File: src/rtl/cache_pkg.sv
// cache_pkg: shared widths, address field layout, arbiter FSM state and
// response record for the cache arbiter slice.
//   ADDR_W / DATA_W   : cache address and data widths
//   TAG/SET/BLOCK/OFF : byte address split [31:14] [13:5] [4:3] [2:0]
//   arb_state_t       : IDLE -> ISSUE -> WAIT -> RESP (or IDLE -> RESP)
package cache_pkg;
  localparam int ADDR_W   = 32;
  localparam int DATA_W   = 64;
  localparam int TAG_W    = 18;
  localparam int SET_W    = 9;
  localparam int BLOCK_W  = 2;
  localparam int OFFSET_W = 3;
  localparam int STAT_W   = 16;

  typedef enum logic [1:0] {
    IDLE  = 2'd0,
    ISSUE = 2'd1,
    WAIT  = 2'd2,
    RESP  = 2'd3
  } arb_state_t;

  typedef struct packed {
    logic [TAG_W-1:0]    tag;
    logic [SET_W-1:0]    set;
    logic [BLOCK_W-1:0]  block;
    logic [OFFSET_W-1:0] offset;
  } addr_fields_t;

  typedef struct packed {
    logic [DATA_W-1:0] data;
    logic              hit;
    logic              err;
  } resp_t;

  // Accesses must be 8-byte aligned; any nonzero byte offset is rejected.
  function automatic logic misaligned(input logic [ADDR_W-1:0] addr);
    addr_fields_t f;
    f = addr;
    return |f.offset;
  endfunction

  // Statistics hold at all-ones instead of wrapping.
  function automatic logic [STAT_W-1:0] sat_inc(input logic [STAT_W-1:0] v);
    return (&v) ? v : v + 1'b1;
  endfunction
endpackage

File: src/rtl/rr_picker.sv
// rr_picker: combinational round-robin selector.
//   req_valid : per-requester pending flags
//   rr_ptr    : highest-priority requester this cycle
//   gnt       : one-hot grant (zero when nothing is pending)
//   gnt_idx   : binary index of the grant
//   any       : at least one requester is pending
module rr_picker #(
  parameter  int NUM_REQ = 2,
  localparam int IDX_W   = $clog2(NUM_REQ)
) (
  input  logic [NUM_REQ-1:0] req_valid,
  input  logic [IDX_W-1:0]   rr_ptr,
  output logic [NUM_REQ-1:0] gnt,
  output logic [IDX_W-1:0]   gnt_idx,
  output logic               any
);
  // Walk offsets from farthest to nearest so the requester closest to
  // rr_ptr (in upward, wrapping order) is the last writer and wins.
  always_comb begin
    gnt     = '0;
    gnt_idx = '0;
    any     = 1'b0;
    for (int i = NUM_REQ - 1; i >= 0; i--) begin
      int k;
      k = int'(rr_ptr) + i;
      if (k >= NUM_REQ) k = k - NUM_REQ;
      if (req_valid[IDX_W'(k)]) begin
        gnt_idx = IDX_W'(k);
        any     = 1'b1;
      end
    end
    if (any) gnt[gnt_idx] = 1'b1;
  end
endmodule

File: src/rtl/cache_arbiter.sv
// cache_arbiter: shares the single cache search port among NUM_REQ
// requesters, one transaction at a time, with round-robin fairness.
//   req_valid/req_addr/req_ready : request side, req_ready is a one-cycle accept
//   resp_valid/resp_data/hit/err : one-cycle response to the granted requester
//   search_cache/cache_address   : cache request (pulse + held address)
//   search_done/hit/cache_data   : cache completion, sampled only in WAIT
//   hit_count/miss_count         : saturating statistics (error-free responses)
module cache_arbiter
  import cache_pkg::*;
#(
  parameter int NUM_REQ     = 2,
  parameter int TIMEOUT_CYC = 64
) (
  input  logic                            clock,
  input  logic                            reset,
  input  logic [NUM_REQ-1:0]              req_valid,
  input  logic [NUM_REQ-1:0][ADDR_W-1:0]  req_addr,
  output logic [NUM_REQ-1:0]              req_ready,
  output logic [NUM_REQ-1:0]              resp_valid,
  output logic [DATA_W-1:0]               resp_data,
  output logic                            resp_hit,
  output logic                            resp_err,
  output logic                            search_cache,
  output logic [ADDR_W-1:0]               cache_address,
  input  logic                            search_done,
  input  logic                            hit,
  input  logic [DATA_W-1:0]               cache_data,
  output logic [STAT_W-1:0]               hit_count,
  output logic [STAT_W-1:0]               miss_count
);
  localparam int IDX_W  = $clog2(NUM_REQ);
  localparam int WAIT_W = $clog2(TIMEOUT_CYC + 1);

  arb_state_t               state_q, state_d;
  logic [IDX_W-1:0]         rr_ptr_q, rr_ptr_d;
  logic [IDX_W-1:0]         gnt_id_q, gnt_id_d;
  logic [ADDR_W-1:0]        addr_q, addr_d;
  logic [WAIT_W-1:0]        wait_q, wait_d;
  logic [NUM_REQ-1:0]       resp_valid_q, resp_valid_d;
  resp_t                    resp_q, resp_d;
  logic                     search_q, search_d;
  logic [STAT_W-1:0]        hit_cnt_q, hit_cnt_d;
  logic [STAT_W-1:0]        miss_cnt_q, miss_cnt_d;

  logic [NUM_REQ-1:0]       pick_gnt;
  logic [IDX_W-1:0]         pick_idx;
  logic                     pick_any;

  rr_picker #(.NUM_REQ(NUM_REQ)) u_picker (
    .req_valid (req_valid),
    .rr_ptr    (rr_ptr_q),
    .gnt       (pick_gnt),
    .gnt_idx   (pick_idx),
    .any       (pick_any)
  );

  // The only unregistered output; gated by reset so nothing is accepted
  // (or even advertised) while the block is held in reset.
  assign req_ready = (state_q == IDLE && reset) ? pick_gnt : '0;

  always_comb begin
    state_d      = state_q;
    rr_ptr_d     = rr_ptr_q;
    gnt_id_d     = gnt_id_q;
    addr_d       = addr_q;
    wait_d       = wait_q;
    resp_d       = resp_q;
    hit_cnt_d    = hit_cnt_q;
    miss_cnt_d   = miss_cnt_q;
    resp_valid_d = '0;
    search_d     = 1'b0;
    unique case (state_q)
      IDLE: begin
        if (pick_any) begin
          gnt_id_d = pick_idx;
          addr_d   = req_addr[pick_idx];
          if (misaligned(req_addr[pick_idx])) begin
            // Rejected without touching the cache.
            resp_d       = '{data: '0, hit: 1'b0, err: 1'b1};
            resp_valid_d = pick_gnt;
            state_d      = RESP;
          end else begin
            search_d = 1'b1;
            state_d  = ISSUE;
          end
        end
      end
      ISSUE: begin
        wait_d  = '0;
        state_d = WAIT;
      end
      WAIT: begin
        wait_d = wait_q + 1'b1;
        // Completion is checked first so it wins a same-cycle timeout.
        if (search_done) begin
          resp_d       = '{data: cache_data, hit: hit, err: 1'b0};
          resp_valid_d = NUM_REQ'(1) << gnt_id_q;
          state_d      = RESP;
        end else if (wait_q == WAIT_W'(TIMEOUT_CYC - 1)) begin
          // This is the TIMEOUT_CYC-th WAIT cycle with no completion.
          resp_d       = '{data: '0, hit: 1'b0, err: 1'b1};
          resp_valid_d = NUM_REQ'(1) << gnt_id_q;
          state_d      = RESP;
        end
      end
      RESP: begin
        rr_ptr_d = (gnt_id_q == IDX_W'(NUM_REQ - 1)) ? '0 : gnt_id_q + 1'b1;
        if (!resp_q.err) begin
          if (resp_q.hit) hit_cnt_d  = sat_inc(hit_cnt_q);
          else            miss_cnt_d = sat_inc(miss_cnt_q);
        end
        state_d = IDLE;
      end
      default: state_d = IDLE;
    endcase
  end

  always_ff @(posedge clock or negedge reset) begin
    if (!reset) begin
      state_q      <= IDLE;
      rr_ptr_q     <= '0;
      gnt_id_q     <= '0;
      addr_q       <= '0;
      wait_q       <= '0;
      resp_valid_q <= '0;
      resp_q       <= '0;
      search_q     <= 1'b0;
      hit_cnt_q    <= '0;
      miss_cnt_q   <= '0;
    end else begin
      state_q      <= state_d;
      rr_ptr_q     <= rr_ptr_d;
      gnt_id_q     <= gnt_id_d;
      addr_q       <= addr_d;
      wait_q       <= wait_d;
      resp_valid_q <= resp_valid_d;
      resp_q       <= resp_d;
      search_q     <= search_d;
      hit_cnt_q    <= hit_cnt_d;
      miss_cnt_q   <= miss_cnt_d;
    end
  end

  assign resp_valid    = resp_valid_q;
  assign resp_data     = resp_q.data;
  assign resp_hit      = resp_q.hit;
  assign resp_err      = resp_q.err;
  assign search_cache  = search_q;
  assign cache_address = addr_q;
  assign hit_count     = hit_cnt_q;
  assign miss_count    = miss_cnt_q;
endmodule

File: config.mk
export PLATFORM = sky130hd
export DESIGN_NAME = cache_arbiter
export DESIGN_NICKNAME = d
export VERILOG_FILES = /design/src/rtl/cache_pkg.sv /design/src/rtl/rr_picker.sv /design/src/rtl/cache_arbiter.sv
export SDC_FILE = /design/constraint.sdc
export NUM_CORES = 1
export LEC_CHECK = 0
export ABC_AREA = 1
export ABC_CLOCK_PERIOD_IN_PS = 3600
export CORE_MARGIN = 2
export CORE_UTILIZATION = 30
export CTS_BUF_LIST = sky130_fd_sc_hd__clkbuf_8 sky130_fd_sc_hd__clkbuf_16
export CTS_CLUSTER_SIZE = 16
export DETAILED_ROUTE_END_ITERATION = 16
export PLACE_DENSITY_LB_ADDON = 0.08
export SETUP_SLACK_MARGIN = 0.2
export SKIP_CTS_REPAIR_TIMING = 1
export SYNTH_ARGS = -nofsm -noshare
export SYNTH_HDL_FRONTEND = slang
export SYNTH_SLANG_ARGS = --single-unit
File: constraint.sdc
create_clock -name clock -period 3.6 [get_ports clock]
set_clock_uncertainty 0.2 [all_clocks]
set_input_delay 1.08 -clock clock [delete_from_list [all_inputs] [get_ports clock]]
set_output_delay 1.08 -clock clock [all_outputs]
set_load 0.005 [all_outputs]
* Yosys cells after proc, flatten, opt, wreduce, memory -nomap -nowiden
Cells that the tools add are included.
** Word-level totals
- Bits in registers :: 144
- Bits in latches :: 0
- RAM bits :: 0
- Bits in read-only memories :: 0
- Input bits :: 134
- Output and inout bits :: 135
- Word-level logic and storage cells :: 86
- Memories kept :: 0
** Cells by class
- $add $sub $neg :: 7
- Multipliers :: 0
- Divide/modulo/power cells :: 0
- $lt $le $gt $ge :: 6
- Equal/unequal tests :: 7
- Shifts and indexed selects :: 1
- Multiplexer cells :: 36
- Bitwise gates (word level) :: 4
- Reduce and logical (&&, ||, !) cells :: 13
** Operators by type and width (count)
- 66-bit 2-to-1 mux :: 4
- 66-bit one-hot mux with 2 select lines :: 1
- 32-bit 2-to-1 mux :: 2
- 16-bit by 1-bit adder with 16-bit output (second input constant) :: 2
- 16-bit AND reduction :: 2
- 2-bit 2-to-1 mux :: 10
- 1-bit 2-to-1 mux :: 15
- 7-bit one-hot mux with 2 select lines :: 1
- 4-bit AND reduction :: 3
- 2-bit one-hot mux with 4 select lines :: 1
- 7-bit by 1-bit adder with 7-bit output (second input constant) :: 1
- 7-bit by 6-bit equality test with 1-bit output (second input constant) :: 1
- 1-bit by 3-bit < comparator with 1-bit output (second input constant) :: 2
- 2-bit equality test (second input constant) :: 2
- 1-bit inverter :: 4
- 2-bit one-hot mux with 2 select lines :: 1
- 2-bit AND reduction :: 2
- 2-bit nonzero test :: 2
- 3-bit != test (second input constant) :: 1
- 3-bit OR reduction :: 1
- 1-bit by 1-bit adder with 2-bit output (second input constant) :: 1
- 2-bit by 1-bit equality test with 1-bit output (second input constant) :: 1
- 1-bit by 2-bit >= comparator with 1-bit output (second input constant) :: 1
- 2-bit >= comparator (second input constant) :: 1
- other kinds (10) :: 12

* Depth between registers and ports, before layout
Gate-level depths: netlist (run 1).
- Depth in word-level cells :: 16
- Gate-level depth with buffers :: 12
- Mapped depth without buffers :: 10

* Cells and area by module
Synthesis (run 1) repeated with hierarchy kept, for this count alone.
** Second synthesis, totals
- Cell total of the unflattened synthesis :: 1043
- Area, all modules :: 7997.7 um^2
** Modules (own cells, without submodules)
- cache_arbiter :: times used 1, cells each 1037, area an instance 7965.1 um^2, sequential area each 3603.5 um^2
- rr_picker :: times used 1, cells each 6, area an instance 32.5 um^2, sequential area each 0.0 um^2

* Worst setup path after synthesis (run 1)
OpenSTA, ideal clock, no wires.
- Path kind :: in2out
- From :: input req_valid[0]
- To :: output req_ready[1]
- Data arrival time :: 1.667 ns
- Required time :: 2.320 ns
- Setup slack :: 0.653 ns
- Stages on the path :: 5
- Path buffers :: 1
- Cell sequence :: nand2_1 inv_1 nand2_1 buf_2 nor2_1
** On the way
- Word-level cells in the longest chain between the ends :: 10
- Elaborated cells between the ends (all ways) :: 15
- Classes of those cells :: order compare (2); mux (12); reduce/logical (1)
** RTL lines
- start, declared :: RTL line cache_arbiter.sv:16 : input logic [NUM_REQ-1:0] req_valid,
- 1-bit 2-to-1 mux (implied by the code) (2 in series) :: RTL line rr_picker.sv:27 : if (req_valid[IDX_W'(k)]) begin
- 1-bit 2-to-1 mux (2 in series) :: RTL line rr_picker.sv:27
- 1-bit by 2-bit < comparator with 1-bit output (implied by the code) or 1-bit >= comparator (tied branches) :: RTL line rr_picker.sv:32 : if (any) gnt[gnt_idx] = 1'b1;
- 1-bit logical AND (implied by the code) :: RTL line rr_picker.sv:32
- 1-bit 2-to-1 mux (implied by the code) :: RTL line rr_picker.sv:32
- 1-bit demux with 1-bit select
- 2-bit 2-to-1 mux * :: RTL line rr_picker.sv:32
- 2-bit 2-to-1 mux * :: RTL line cache_arbiter.sv:59 : assign req_ready = (state_q == IDLE && reset) ? pick_gnt : '0;
- end, declared :: RTL line cache_arbiter.sv:18 : output logic [NUM_REQ-1:0] req_ready,
Every way passes the cells marked *; elsewhere a longest branch is shown, timed or not. The select of a mux whose other input is x is not followed.

* Worst setup path after layout (run 1)
Ends and elaborated chain as after synthesis.

==> results.py, run 1 <==
metrics = {
    "clocking": {
        "clock_latency_ps": 420,
        "cts_tree": "built",
        "clock-sinks": 144,
        "cts_root_buf": "clkbuf_16",
        "path_clk_slew_ps": 60,
        "cts_max_path_buffers": 2,
        "htreeDepth": 4,
        "cts_made_buffers": 17,
    },
    "timing": {
        "timing.hold.ws_ps": 268,
        "period_needed_ps": 3280,
        "hold_violations": 0,
        "setup_violations": 0,
        "tightest_slew_ps": 825,
        "fmax_mhz": 305,
        "relSlewSlack": 0.450,
        "fin_crit_sh": 0.910,
        "setup-tns-final_ps": 0,
        "rsz0062_at_grt": "no",
        "drv_slew": 0,
        "finalWorstSetupSlack_ps": 322,
    },
    "flow_run": {
        "maxCapViolCount": 0,
    },
    "worst_setup_path": {
        "max_stage_delay_ps": 490,
        "cp.required_ps": 2320,
        "cp_max_fo": 3,
        "setup.worst_path.class": "in -> out",
        "worst_setup_path_end_kind": "primary output",
        "r2r_cells": 8,
        "crit_path_start_kind": "input pin",
        "slowest_stage": "clkdlybuf4s50_1",
        "cp.arrival_ps": 2000,
        "crit_chain": "clkdlybuf4s50_1, nand2_2, inv_2, nand2_1, nor2_1, dlymetal6s2s_1",
    },
    "place": {
        "post-place-ws_ps": -84.0,
        "io_buffers": 267,
        "placed_area_um2": 10300,
        "dpl.hpwl_um": 15400,
        "routabilityCongestion": 0.798,
    },
    "global_routing": {
        "antenna_found_initial": 0,
        "grt.total_usage": 0.182,
        "overflow": 0,
        "grt_pass1_wl_um": 37300,
        "grt_max_degree": 145,
        "grt_pass1_vias": 6806,
    },
    "synth": {
        "synth_top_family_by_area": "simple AND/OR/NAND/NOR gates",
        "ys_types": 27,
        "yosys_warnings": 0,
        "synth-seq-cells": 144,
        "synth_fa_ha_area_frac": 0.0103,
        "synthTopCellsByArea": "dfrtp_1 (49%), nand2_1 (14%), nor2_1 (8.2%), nand3_1 (6.2%), inv_1 (5.4%)",
        "netlist_instances": 960,
        "yosysTopAreaCell": "dfrtp_1",
        "synth_compound_area_frac": 0.0173,
        "synth_area_um2": 7300,
        "synth_top_area_share": 0.494,
        "synth_mux_area_frac": 0,
        "avgSynthCellArea_um2": 7.60,
        "synth_seq_area_share": 0.494,
        "synthSimpleGateAreaFrac": 0.353,
        "syn-num-nets": 1100,
        "synthXorXnorAreaFrac": 0.0312,
    },
    "cells_and_area": {
        "syn_to_final_growth_pct": 49.2,
        "nNetsFinal": 1353,
        "fill_cells": 2514,
        "antenna_cells": 0,
        "drive_above_1_share": 0.0555,
        "multi_input_area_um2": 3010,
        "regArea_um2": 3600,
        "postLayoutCellArea_um2": 10900,
    },
    "floorplan": {
        "ios": 269,
        "core-area_um2": 24100,
        "fp.dieH_um": 160,
        "die_area_um2": 25600,
        "chipWidth_um": 160,
        "placementRows": 57,
        "initial_core_util": 0.303,
    },
    "detailed_routing": {
        "vias": 6821,
        "drc_errors": 0,
        "wire_per_inst_um": 14.6,
        "vias_per_cell": 4.40,
        "firstDrtPassIters": 4,
        "ant_nets": 0,
        "routed_wl_um": 22700,
        "drtIter0Drc": 344,
    },
    "power_and_ir_drop": {
        "peakVddDrop_v": 0.000412,
        "fin_total_pwr_mw": 7.81,
        "powerDensity_nw_per_um2": 717,
        "p_leak_nw": 5.24,
    },
    "worst_hold_path": {
        "worstHoldPathType": "reg -> reg",
        "whs_path_depth": 2,
    },
    "status": {
        "status": "finished, final reports clean",
    },
}
## cell usage after synthesis
cell,n
nand3_1,91
a211oi_1,1
nand2_2,6
clkbuf_1,15
nor3b_1,1
nor4_1,29
o21ai_0,18
nor3_2,1
inv_2,2
buf_2,20
xor2_1,9
nor2_1,160
nor3_1,34
dfrtp_1,144
xnor2_1,17
inv_1,105
ha_1,6
nand2_4,1
a21oi_1,4
o21ai_2,1
nand2_1,270
buf_4,7
buf_6,7
nand4_1,6
or2_2,1
nand3_2,2
nor2_4,2
## report_power, final
group          internal, mW  leakage, nW  switching [mW]
Clock                  1.07        0.296           0.748
Combinational          1.63         3.05            1.80
Sequential             2.20         1.89           0.358
Total                  4.90         5.24            2.91
## per-stage QoR
stage,utilization,std cells
floorplan,-,960
global placement,0.426,1518
detailed placement,0.426,1518
CTS,0.451,1550
global route,0.452,1550
finish,0.452,1550
## path summary, 6_finish.rpt
| path | to | slack [ps] | from |
|---|---|---|---|
| setup reg to reg | resp_hit$_DFFE_PN0P_ | 1350 | state_q[1]$_DFFE_PN0P_ |
| max in group asynchronous | wait_q[6]$_DFFE_PN0P_ | 1970 | reset |
| min in group asynchronous | cache_address[17]$_DFFE_PN0P_ | 580 | reset |
| hold reg to reg | resp_data[49]$_DFFE_PN0P_ | 270 | resp_data[49]$_DFFE_PN0P_ |
| hold / removal | resp_data[49]$_DFFE_PN0P_ | 270 | resp_data[49]$_DFFE_PN0P_ |
| setup / recovery | req_ready[1] | 320 | req_valid[0] |
## logic make-up after synthesis
| group | Yosys count |
|---|---|
| simple gates | 604 |
| buf+inv | 156 |
| flops | 144 |
| xor+xnor | 26 |
| compound gates | 24 |
| fa+ha+maj | 6 |
## cell type report
type,count,share of cell area
well taps,324,0.0372
multi-input cells,660,0.277
clock inverters,13,0.0138
flip-flops and latches,144,0.331
clock buffers,19,0.0416
repair buffers,283,0.263
inverters,107,0.0369
## layout by cell type, fill, tap and decap left out, drive strengths merged
master         netlist  layout
clkinvlp             0       1
clkbuf              15      19
a21oi                4       4
a211oi               1       1
nor2               162     162
o21ai               19      19
clkinv               0       5
buf                 34      17
ha                   6       6
dlymetal6s2s         0       2
dfrtp              144     144
nand4                6       6
nor4                29      29
or2                  1       1
xnor2               17      17
inv                107     112
nor3                35      35
nand2              277     277
clkdlybuf4s50        0     264
nor3b                1       1
nand3               93      93
bufinv               0       2
xor2                 9       9
## registers in the layout, indices dropped and copies added (netlist names)
signal / count
resp_err: 1
resp_hit: 1
wait_q: 7
search_cache: 1
cache_address: 32
resp_valid: 2
state_q: 2
gnt_id_q: 1
hit_count: 16
rr_ptr_q: 1
resp_data: 64
miss_count: 16
## layer usage
layer	track usage	wire length (µm)
met5	0	0
met4	0.0495	336
met3	0.0540	1240
met2	0.300	11000
met1	0.234	10200
## worst max-delay path, delay by kind of cell
family	cells	cell delay (ps)
buf+inv	3	690
simple gates	3	230
(Power assumes the default switching activity.)
==> inputs of run 2 (changes only) <==
--- a/config.mk
+++ b/config.mk
@@ -7,6 +7,7 @@
 export LEC_CHECK = 0
 export ABC_AREA = 1
 export ABC_CLOCK_PERIOD_IN_PS = 3600
+export CORE_ASPECT_RATIO = 0.75
 export CORE_MARGIN = 2
 export CORE_UTILIZATION = 30
 export CTS_BUF_LIST = sky130_fd_sc_hd__clkbuf_8 sky130_fd_sc_hd__clkbuf_16
==> run 2 against run 1 <==
Net effect:
- fmax fell by 0.93%
- sequential cell count did not move
- highest routed layer unchanged
- clock-buffer cell count fell by 1
- final area fell by 0.60%
- register-to-register slack got worse by 270 ps
- setup slack got worse by 31 ps
- critical endpoint unchanged
- non-clock buffer count did not move
- sequential share of layout area rose by 0.20 points
- first-iteration DRC count rose by 0.87%
==> results.py, run 2 (same netlist as run 1, synthesis figures left out) <==
metrics = {
    "worst_setup_path": {
        "r2r_slack_ps": 1080,
        "worst_setup_path_end_kind": "primary output",
        "cp.arrival_ps": 2030,
        "r2r-start": "state_q[1]$_DFFE_PN0P_",
        "cp.required_ps": 2320,
        "r2r_cells": 9,
        "cp_max_fo": 3,
        "setup.worst_path.class": "in -> out",
        "crit_path_start_kind": "input pin",
        "rr_endpoint": "resp_data[60]$_DFFE_PN0P_",
    },
    "detailed_routing": {
        "wl_met2_um": 9650,
        "highest-signal-layer": "met4",
        "wire_per_inst_um": 14.8,
        "vias": 6718,
        "met1Wirelength_um": 11100,
        "drc_errors": 0,
        "firstDrtPassIters": 4,
        "drtIter0Drc": 347,
        "wl_met3_um": 1600,
        "vias_per_cell": 4.39,
        "ant_nets": 0,
        "routed_wl_um": 22700,
    },
    "cells_and_area": {
        "nNetsFinal": 1353,
        "final_cells": 1531,
        "syn_to_final_growth_pct": 48.3,
        "largest_reg_flops": 64,
        "antenna_cells": 0,
        "drive_above_1_share": 0.0539,
        "final_common_cell": "nand2_1",
        "final_cell_mix": "nand2_1 (268), clkdlybuf4s50_1 (265), nor2_1 (160), dfrtp_1 (144), inv_1 (107)",
    },
    "floorplan": {
        "initial_core_util": 0.305,
        "core-area_um2": 23900,
        "ios": 269,
        "fp.dieH_um": 139,
        "die_area_um2": 25600,
        "placementRows": 49,
        "chipWidth_um": 184,
    },
    "place": {
        "post-place-ws_ps": -169,
        "dpl.hpwl_um": 15500,
        "dp_cells": 1499,
        "io_buffers": 267,
        "routabilityCongestion": 0.771,
    },
    "timing": {
        "finalWorstSetupSlack_ps": 292,
        "relSlewSlack": 0.282,
        "tightest_slew_ps": 1080,
        "hold_violations": 0,
        "fin_crit_sh": 0.919,
        "fmax_mhz": 302,
        "setup_violations": 0,
        "setup-tns-final_ps": 0,
        "timing.hold.ws_ps": 269,
        "rsz0062_at_grt": "no",
        "period_needed_ps": 3310,
        "drv_slew": 0,
    },
    "global_routing": {
        "grt_pass1_wl_um": 36700,
        "grt_max_degree": 145,
        "grt.total_usage": 0.183,
        "grt_pass1_vias": 6542,
        "antenna_found_initial": 1,
        "overflow": 0,
    },
    "clocking": {
        "cts_made_buffers": 17,
        "cts_tree": "built",
        "cts_max_path_buffers": 2,
        "clock-sinks": 144,
        "cts_root_buf": "clkbuf_16",
        "clock_latency_ps": 420,
        "path_clk_slew_ps": 60,
        "htreeDepth": 4,
    },
    "flow_run": {
        "maxCapViolCount": 0,
    },
    "worst_hold_path": {
        "whs_path_depth": 2,
        "worstHoldPathType": "reg -> reg",
        "min_from": "resp_data[10]$_DFFE_PN0P_",
        "min_to": "resp_data[10]$_DFFE_PN0P_",
    },
    "power_and_ir_drop": {
        "peakVddDrop_v": 0.000368,
        "powerDensity_nw_per_um2": 713,
        "fin_total_pwr_mw": 7.72,
        "p_leak_nw": 5.18,
    },
    "status": {
        "status": "finished, final reports clean",
    },
}
run 2: metrics by stage:
stage | area [µm²] | utilization
global route | 10800 | 0.453
detailed placement | 10200 | 0.428
global placement | 10200 | 0.428
floorplan | 7300 | -
CTS | 10800 | 0.452
finish | 10800 | 0.453
run 2: metal layers:
layer / up-vias / track usage
met4: 0 / 0.0531
met1: 3028 / 0.262
met3: 24 / 0.0570
met2: 175 / 0.264
li1: 3491 / -
met5: - / 0
run 2: worst max-delay path, stage by stage:
cell and delay, ps:
clkbuf_2 110, nand2_2 80, inv_1 80, nand2_1 60, nor2_1 100, clkdlybuf4s50_1 510
run 2: final cells by class:
type	instances	area [µm²]
clock buffers	18	439
clock inverters	13	124
fillers	2430	13100
inverters	107	402
multi-input cells	660	3020
flip-flops and latches	144	3600
well taps	306	383
repair buffers	283	2850
run 2: how the worst max path moves through the flow:
| stage | from | end | cells after the start |
|---|---|---|---|
| 2_1_floorplan | req_valid[0] | req_ready[1] | 5 |
| 3_3_place_gp | req_valid[0] | req_ready[1] | 6 |
| 6_report | req_valid[0] | req_ready[1] | 6 |
| 3_5_place_dp | req_valid[0] | req_ready[1] | 6 |
| 5_1_grt | req_valid[0] | req_ready[1] | 6 |
| 4_1_cts | req_valid[0] | req_ready[1] | 6 |
run 2: report_power, final:
group / switching [mW] / internal (mW)
sequential: 0.359 / 2.20
combinational: 1.80 / 1.64
clock: 0.708 / 1.02
total: 2.86 / 4.86
==> inputs of run 3 (changes only) <==
--- a/config.mk
+++ b/config.mk
@@ -11,6 +11,7 @@
 export CORE_MARGIN = 2
 export CORE_UTILIZATION = 30
 export CTS_BUF_LIST = sky130_fd_sc_hd__clkbuf_8 sky130_fd_sc_hd__clkbuf_16
+export CTS_CLUSTER_DIAMETER = 40
 export CTS_CLUSTER_SIZE = 16
 export DETAILED_ROUTE_END_ITERATION = 16
 export PLACE_DENSITY_LB_ADDON = 0.08
==> results of run 3 <==
The final DEF is identical to that of run 2; final timing and power are the same.
